<file path="src/rtl/lzc_pkg.sv">
// Shared constants and elaboration-time helpers for the shared leading-zero
// normalizer and its round-robin front end.
package lzc_pkg;

    localparam int LZC_WIDTH_DEF = 7;

    // Operand width implied by a count width: the count must reach I_WIDTH itself.
    function automatic int i_width(input int lzc_w);
        return 1 << (lzc_w - 1);
    endfunction

    function automatic int clog2(input int n);
        int r;
        r = 0;
        for (int k = 0; k < 32; k++) begin
            if ((1 << r) < n) r++;
        end
        return r;
    endfunction

    function automatic int rr_next(input int ptr, input int n);
        return (ptr + 1 >= n) ? 0 : ptr + 1;
    endfunction

endpackage

</file>
<file path="src/rtl/lzcu_core.sv">
// Recursive combinational leading-zero counter; out == I_WIDTH for a zero operand.
module lzcu_core #(
    parameter int I_WIDTH   = 64,
    parameter int LZC_WIDTH = 7
) (
    input  logic [I_WIDTH-1:0]   in,
    output logic [LZC_WIDTH-1:0] out
);

    generate
        if (I_WIDTH == 2) begin : g_leaf
            always_comb begin
                out = {~in[1] & ~in[0], ~in[1] & in[0]};
            end
        end else begin : g_split
            localparam int HW = I_WIDTH / 2;
            logic [LZC_WIDTH-2:0] hi_cnt;
            logic [LZC_WIDTH-2:0] lo_cnt;

            lzcu_core #(.I_WIDTH(HW), .LZC_WIDTH(LZC_WIDTH-1)) u_hi (
                .in  (in[I_WIDTH-1:HW]),
                .out (hi_cnt)
            );
            lzcu_core #(.I_WIDTH(HW), .LZC_WIDTH(LZC_WIDTH-1)) u_lo (
                .in  (in[HW-1:0]),
                .out (lo_cnt)
            );

            // A set MSB in a half's count means that half was all zero.
            always_comb begin
                if (!hi_cnt[LZC_WIDTH-2])
                    out = {1'b0, hi_cnt};
                else if (lo_cnt[LZC_WIDTH-2])
                    out = {1'b1, {(LZC_WIDTH-1){1'b0}}};
                else
                    out = {2'b01, lo_cnt[LZC_WIDTH-3:0]};
            end
        end
    endgenerate

endmodule

</file>
<file path="src/rtl/lzc_norm_arbiter.sv">
// Round-robin front end sharing one leading-zero counter among N_REQ requesters;
// two-stage pipeline (capture, count+shift) with valid/ready backpressure.
module lzc_norm_arbiter
    import lzc_pkg::*;
#(
    parameter int LZC_WIDTH = LZC_WIDTH_DEF,
    parameter int I_WIDTH   = i_width(LZC_WIDTH),
    parameter int N_REQ     = 4,
    parameter int ID_W      = clog2(N_REQ)
) (
    input  logic                     clk,
    input  logic                     rst_n,
    input  logic [N_REQ-1:0]         req_valid,
    input  logic [N_REQ*I_WIDTH-1:0] req_data,
    output logic [N_REQ-1:0]         req_ready,
    output logic                     out_valid,
    input  logic                     out_ready,
    output logic [I_WIDTH-1:0]       out_data,
    output logic [LZC_WIDTH-1:0]     out_cnt,
    output logic [ID_W-1:0]          out_id,
    output logic                     out_zero
);

    logic [ID_W-1:0]      ptr_q, ptr_d;
    logic                 s1_valid_q, s1_valid_d;
    logic [I_WIDTH-1:0]   s1_data_q, s1_data_d;
    logic [ID_W-1:0]      s1_id_q, s1_id_d;
    logic                 out_valid_q, out_valid_d;
    logic [I_WIDTH-1:0]   out_data_q, out_data_d;
    logic [LZC_WIDTH-1:0] out_cnt_q, out_cnt_d;
    logic [ID_W-1:0]      out_id_q, out_id_d;
    logic                 out_zero_q, out_zero_d;

    logic                 adv1, adv2, accept, found;
    logic [ID_W-1:0]      winner, scan_idx;
    logic [I_WIDTH-1:0]   win_data;
    logic [LZC_WIDTH-1:0] cnt;

    assign adv2   = !out_valid_q || out_ready;
    assign adv1   = !s1_valid_q || adv2;
    assign accept = adv1 && found;

    // Scan from the pointer, wrapping, and keep the first valid requester.
    always_comb begin
        found    = 1'b0;
        winner   = ptr_q;
        scan_idx = ptr_q;
        for (int k = 0; k < N_REQ; k++) begin
            scan_idx = ID_W'((int'(ptr_q) + k) % N_REQ);
            if (!found && req_valid[scan_idx]) begin
                found  = 1'b1;
                winner = scan_idx;
            end
        end
    end

    always_comb begin
        win_data = '0;
        for (int k = 0; k < N_REQ; k++) begin
            if (ID_W'(k) == winner) win_data = req_data[k*I_WIDTH +: I_WIDTH];
        end
    end

    always_comb begin
        req_ready = '0;
        if (rst_n && found && adv1) req_ready[winner] = 1'b1;
    end

    lzcu_core #(.I_WIDTH(I_WIDTH), .LZC_WIDTH(LZC_WIDTH)) u_lzc (
        .in  (s1_data_q),
        .out (cnt)
    );

    always_comb begin
        ptr_d       = ptr_q;
        s1_valid_d  = s1_valid_q;
        s1_data_d   = s1_data_q;
        s1_id_d     = s1_id_q;
        out_valid_d = out_valid_q;
        out_data_d  = out_data_q;
        out_cnt_d   = out_cnt_q;
        out_id_d    = out_id_q;
        out_zero_d  = out_zero_q;

        if (accept) begin
            ptr_d      = ID_W'(rr_next(int'(winner), N_REQ));
            s1_valid_d = 1'b1;
            s1_data_d  = win_data;
            s1_id_d    = winner;
        end else if (adv1) begin
            s1_valid_d = 1'b0;
        end

        // A shift by the full width naturally yields zero for the all-zero case.
        if (adv2) begin
            out_valid_d = s1_valid_q;
            out_data_d  = s1_data_q << cnt;
            out_cnt_d   = cnt;
            out_id_d    = s1_id_q;
            out_zero_d  = (cnt == LZC_WIDTH'(I_WIDTH));
        end
    end

    always_ff @(posedge clk or negedge rst_n) begin
        if (!rst_n) begin
            ptr_q       <= '0;
            s1_valid_q  <= 1'b0;
            s1_data_q   <= '0;
            s1_id_q     <= '0;
            out_valid_q <= 1'b0;
            out_data_q  <= '0;
            out_cnt_q   <= '0;
            out_id_q    <= '0;
            out_zero_q  <= 1'b0;
        end else begin
            ptr_q       <= ptr_d;
            s1_valid_q  <= s1_valid_d;
            s1_data_q   <= s1_data_d;
            s1_id_q     <= s1_id_d;
            out_valid_q <= out_valid_d;
            out_data_q  <= out_data_d;
            out_cnt_q   <= out_cnt_d;
            out_id_q    <= out_id_d;
            out_zero_q  <= out_zero_d;
        end
    end

    assign out_valid = out_valid_q;
    assign out_data  = out_data_q;
    assign out_cnt   = out_cnt_q;
    assign out_id    = out_id_q;
    assign out_zero  = out_zero_q;

endmodule
</file>
<file path="config.mk">
export PLATFORM = sky130hd
export DESIGN_NAME = lzc_norm_arbiter
export DESIGN_NICKNAME = d
export VERILOG_FILES = /design/src/rtl/lzc_pkg.sv /design/src/rtl/lzcu_core.sv /design/src/rtl/lzc_norm_arbiter.sv
export SDC_FILE = /design/constraint.sdc
export NUM_CORES = 1
export LEC_CHECK = 0
export ABC_AREA = 1
export CORE_MARGIN = 2
export CORE_UTILIZATION = 34
export CTS_BUF_LIST = sky130_fd_sc_hd__clkbuf_2 sky130_fd_sc_hd__clkbuf_4 sky130_fd_sc_hd__clkbuf_8
export DETAILED_ROUTE_END_ITERATION = 10
export DONT_BUFFER_PORTS = 1
export GPL_ROUTABILITY_DRIVEN = 0
export SLEW_MARGIN = 15
export SYNTH_ARGS = -nofsm -noshare
export SYNTH_HDL_FRONTEND = slang
export SYNTH_SLANG_ARGS = --single-unit
</file>
<file path="constraint.sdc">
create_clock -name clk -period 9.35 [get_ports clk]
set_clock_uncertainty 0.05 [all_clocks]
set_input_delay 0.4675 -clock clk [delete_from_list [all_inputs] [get_ports clk]]
set_output_delay 0.4675 -clock clk [all_outputs]
set_load 0.02 [all_outputs]
</file>
# After elaboration in Yosys (flattened, before gate mapping)
# Index checks and enable logic that the tools add are counted.
# totals
regBits	144
wordCells	256
# op_classes
bitwise_logic	128
magnitude_cmp	7
shift	1
n_addsub	4
mux	87
n_reduce_logical	16
n_eq_ne	4
# ops
operator	n
$mux W64	4
$mux W3	32
$mux W4	17
$and A1 B1 Y1	64
$not A1 Y1	64
$shl A64 B7 Y64	1
$mux W5	8
$mux W6	4
$lt A2 B3 Y1 const B	5
$mux W7	2
$mux W1	11
$bmux W1 S2	4
$mux W2	4
$eq A7 B7 Y1 const B	1
$logic_and A1 B1 Y1	7
$logic_not A1 Y1	5
$add A2 B2 Y2 const B	2
$eq A2 B2 Y1 const A	2
$add A2 B1 Y3 const B	1
$ge A3 B3 Y1 const B	1
$add A2 B1 Y2 const B	1
$demux W1 S2	1
$eq A1 B2 Y1 const A	1
$ge A2 B1 Y1 const B	1
3 further kinds	4

# Logic depth before layout (Yosys ltp)
# logic_depth
depth_word	17
mapped_depth	23
depth_no_buf	22

# Modules after synthesis
# Synthesis repeated with hierarchy kept, for this count alone.
# unflattened
cells_unflattened	2339
area_unflattened_um2	13002.5
# by_module_without_submodules
module	area_per_inst_um2	cells_per_inst	n_inst
lzc_norm_arbiter	11267.1	1917	1
lzcu_core at u_lzc.g_split.u_hi.g_split.u_hi.g_split.u_hi.g_split.u_hi ...	31.3	8	16
lzcu_core at u_lzc.g_split.u_hi.g_split.u_hi.g_split.u_hi.g_split.u_hi.g_split.u_hi ...	13.8	3	32
lzcu_core at u_lzc.g_split.u_hi.g_split.u_hi.g_split.u_hi ...	43.8	11	8
lzcu_core at u_lzc.g_split.u_hi.g_split.u_hi ...	56.3	14	4
lzcu_core at u_lzc.g_split.u_hi ...	68.8	17	2
lzcu_core at u_lzc	81.3	20	1

# Worst setup path before layout
# OpenSTA, ideal clock, no wires.
# synth_timing
kind	register to output
from	register ptr_q[0]
to	output req_ready[3]
n_path_buf	4
stages_incl_launch_ff	17
arrival_ns	2.851
path_slack_ns	5.981
path_cell_list	dfrtp_1 > buf_2 > xor2_1 > nand2_1 > o21ai_0 > inv_1 > nor2_1 > nand3_1 > o21ai_0 > xor2_1 > inv_1 > ha_1 > clkbuf_1 > inv_1 > clkbuf_1 > clkbuf_1 > nor2_1
# synth_via
elab_chain_len	17
word_cells_on_any_way	32
cone_classes	add/sub (3); order compare (2); mux (18); reduce/logical (9)
# synth_rtl
item	line	source
start: declaration	lzc_norm_arbiter.sv:24	logic [ID_W-1:0] ptr_q, ptr_d;
start signal: assignment	lzc_norm_arbiter.sv:116	ptr_q <= ptr_d;
branches (longest 11 deep; another with $add A2 B1 Y2)	--	
$mux W2 (*)	lzc_norm_arbiter.sv:50	if (!found && req_valid[scan_idx]) begin
named net winner[0]	lzc_norm_arbiter.sv:35	logic [ID_W-1:0] winner, scan_idx;
$lt A2 B3 Y1 (not written as such) or $ge A2 B1 Y1 (tied branches)	lzc_norm_arbiter.sv:66	if (rst_n && found && adv1) req_ready[winner] = 1'b1;
$logic_and A1 B1 Y1 (not written as such)	lzc_norm_arbiter.sv:66	
$mux W1 (not written as such)	lzc_norm_arbiter.sv:66	
$demux W1 S2 (*)	lzc_norm_arbiter.sv:66	
$mux W4 (*)	lzc_norm_arbiter.sv:66	
end: declaration	lzc_norm_arbiter.sv:15	output logic [N_REQ-1:0] req_ready,
# Mark *: on every way through the listed nets, which the timed path passes. The select of a mux whose other input is x is not followed.

# Worst setup path in the final report
# layout_timing
from	register ptr_q[0]
to	output req_ready[2]
# layout_via
elab_chain_len	17
word_cells_on_any_way	32
cone_classes	add/sub (3); order compare (2); mux (18); reduce/logical (9)
# layout_rtl
item	line
branches (longest 16 deep; another with $lt A2 B3 Y1)	--
$mux W4 (*)	lzc_norm_arbiter.sv:66
# Every way passes the cells marked *. The select of a mux whose other input is x is not followed.

==> reports/metrics.cfg <==
[finish]
nets = 2145
layout-drive-gt1-share_pct = 5.29
area_growth_pct = 4.15
fill_cells = 3954
fin_util_pct = 36.1

[timing]
slew_headroom_pct = 27.4
tightest_slew_ns = 1.09
fin_crit_ns = 4.99
setup_viol = 0
setup_ws_ns = 4.36
fin_tns_setup_ns = 0
drv_slew = 0
hold-worst-slack_ns = 0.0589
hold_viol = 0
finalCritPeriodShare_pct = 53.4
timing.fmax_ghz = 0.200
rsz0062_at_grt = false

[drt]
vias = 14400
route.detailed.drc = 0
wl_met2_um = 22900
vias_per_cell = 6.09
m1WireLength_um = 22000
drt_iter0_drc = 1901
wl_per_cell_um = 22.5
wirelength_um = 53300
first_pass_iters = 6
drtAntennaViolNets = 0
wl_met3_um = 5590
top_layer_used = met4

[die]
ioPinCount = 342
start_util_pct = 34.7
die_y_um = 195
die_w_um = 195
core_um2 = 35700
std_cell_rows = 69
die-area_um2 = 37900

[logic_synthesis]
ys_top_cells_by_area = dfrtp_1 29%, nand3_1 21%, nand2_1 17%, o21ai_0 6.8%, a21oi_1 5.3%
avgSynthCellArea_um2 = 6.19
synth_area_leader_cell = dfrtp_1
synth_warnings = 0
netlist_area_um2 = 12400
yosysTopAreaCellShare_pct = 29.2
synth_common_cells = 549 x nand2_1, 507 x nand3_1, 168 x o21ai_0, 144 x dfrtp_1, 130 x a21oi_1
synthArstFlopShare_pct = 100
ys_ff_latch = 144
synth_edf_count = 0
synthFlopType = dfrtp_1
syn-instance-count = 1998
yosysMostFrequentCell = nand2_1
syn-num-nets = 2265
synthDistinctLibCells = 36
seq_area_frac_synth_pct = 29.2

[global_routing]
grt_pass1_wl_um = 81300
antenna_found_initial = 19
overflow = 0
grt_usage_pct = 27.8
grt_pass1_vias = 13500
grt_max_degree = 145

[critical_path]
cp_slowest_cell = ha_4
cp_data_arrival_time_ns = 4.47
path_buf_inv = 2
path_cells = xor2_1 > nand2_1 > o21ai_0 > inv_1 > nor2_1 > nand3_1 > o21ai_0 > xor2_1 > ha_4 > inv_1 > nor2_1
cp-end-kind = output port
worstPathMaxFanout = 103
cp.required_ns = 8.83
crit_path_max_incr_delay_ns = 0.83
cp-start-kind = flop
timing.critical_path.max_delay_family = simple AND/OR/NAND/NOR gates
critPathKind = reg2out

[run]
max_cap_viol_count = 0

[cts]
h-tree-depth = 4
cts_sinks = 144
cts_tree = yes
clk_pin_slew_ns = 0.10
post_cts_buffers = 0
clockBufferDepth = 2
cts-root-buf = clkbuf_8
clk_latency_ns = 0.51
cts_buffers = 17

[hold_path]
hold_path.class = in2reg

[run_status]
status = finished, final reports clean

[placed_design]
pre_cts_ws_ns = 4.92
dp.final_hpwl_um = 39700
port-buffer-count = 0

cell type report:
type | count | area [um2] | share of cell area [%]
clock inverter | 11 | 130 | 1.01
multi-input combinational | 1601 | 7720 | 60.0
antenna | 20 | 50.0 | 0.389
sequential | 144 | 3600 | 28.0
inverter | 97 | 365 | 2.84
clock buffer | 21 | 277 | 2.15
timing repair buffer | 17 | 150 | 1.17
tap | 461 | 577 | 4.48
cells in the final DEF, fill, tap and decap left out, types with 4 or more instances in the layout:
cell type    n
o21ai_1     13
nor2_4       5
nand3_1    507
dfrtp_1    144
inv_2       24
inv_1       70
nand4_1      7
diode_2     20
nand2_2      6
clkbuf_8    19
buf_4       15
nor2_1      88
nor2_2       4
nand2_1    547
a21oi_1    129
o311ai_0    38
o211ai_1    60
o21ai_0    168
nor3_1       5
cell families after synthesis:
family	synth area share, %
buf+inv	8.78
xor+xnor	0.213
compound gates	19.3
fa+ha+maj	0.405
simple gates	42.0
flops	29.2
mux	0.162
sequential cells by signal, summed over array words and instances, names as in the netlist:
name        flops
s1_data_q      64
out_valid       1
ptr_q           2
out_cnt         7
s1_id_q         2
out_zero        1
s1_valid_q      1
out_data       64
out_id          2
path summary, 6_finish.rpt:
path / endpoint / cells past startpoint / start / slack [ns]
hold / removal: s1_data_q[51] / 2 / req_data[243] / 0.06
max in group asynchronous: s1_data_q[60] / 2 / rst_n / 8.02
setup reg to reg: s1_data_q[32] / 15 / ptr_q[0] / 4.86
min in group asynchronous: out_data[57] / 2 / rst_n / 0.49
hold reg to reg: out_valid / 1 / s1_valid_q / 0.43
setup / recovery: req_ready[2] / 11 / ptr_q[0] / 4.36
through the flow:
step / std cells / instance area (um2)
floorplan: 1998 / 12400
global placement: 2318 / 12400
detailed placement: 2318 / 12400
CTS: 2352 / 12800
global route: 2370 / 12900
finish: 2372 / 12900
what timing repair did:
action / in CTS / in global routing
endpoints found under the setup margin: 0 / 0
hold buffers: 2 / 0
hold endpoints to repair: 144 / 0
gates resized for setup: 0 / 0
layer usage:
metal	global-route usage [%]	vias up
li1	-	6685
met1	36.6	6775
met2	41.1	847
met3	7.58	133
met4	15.5	0
met5	0	-
Power is left out: the tool's default activity adds up to more than one toggle a clock period on the data nets, which glitch-free logic cannot reach.
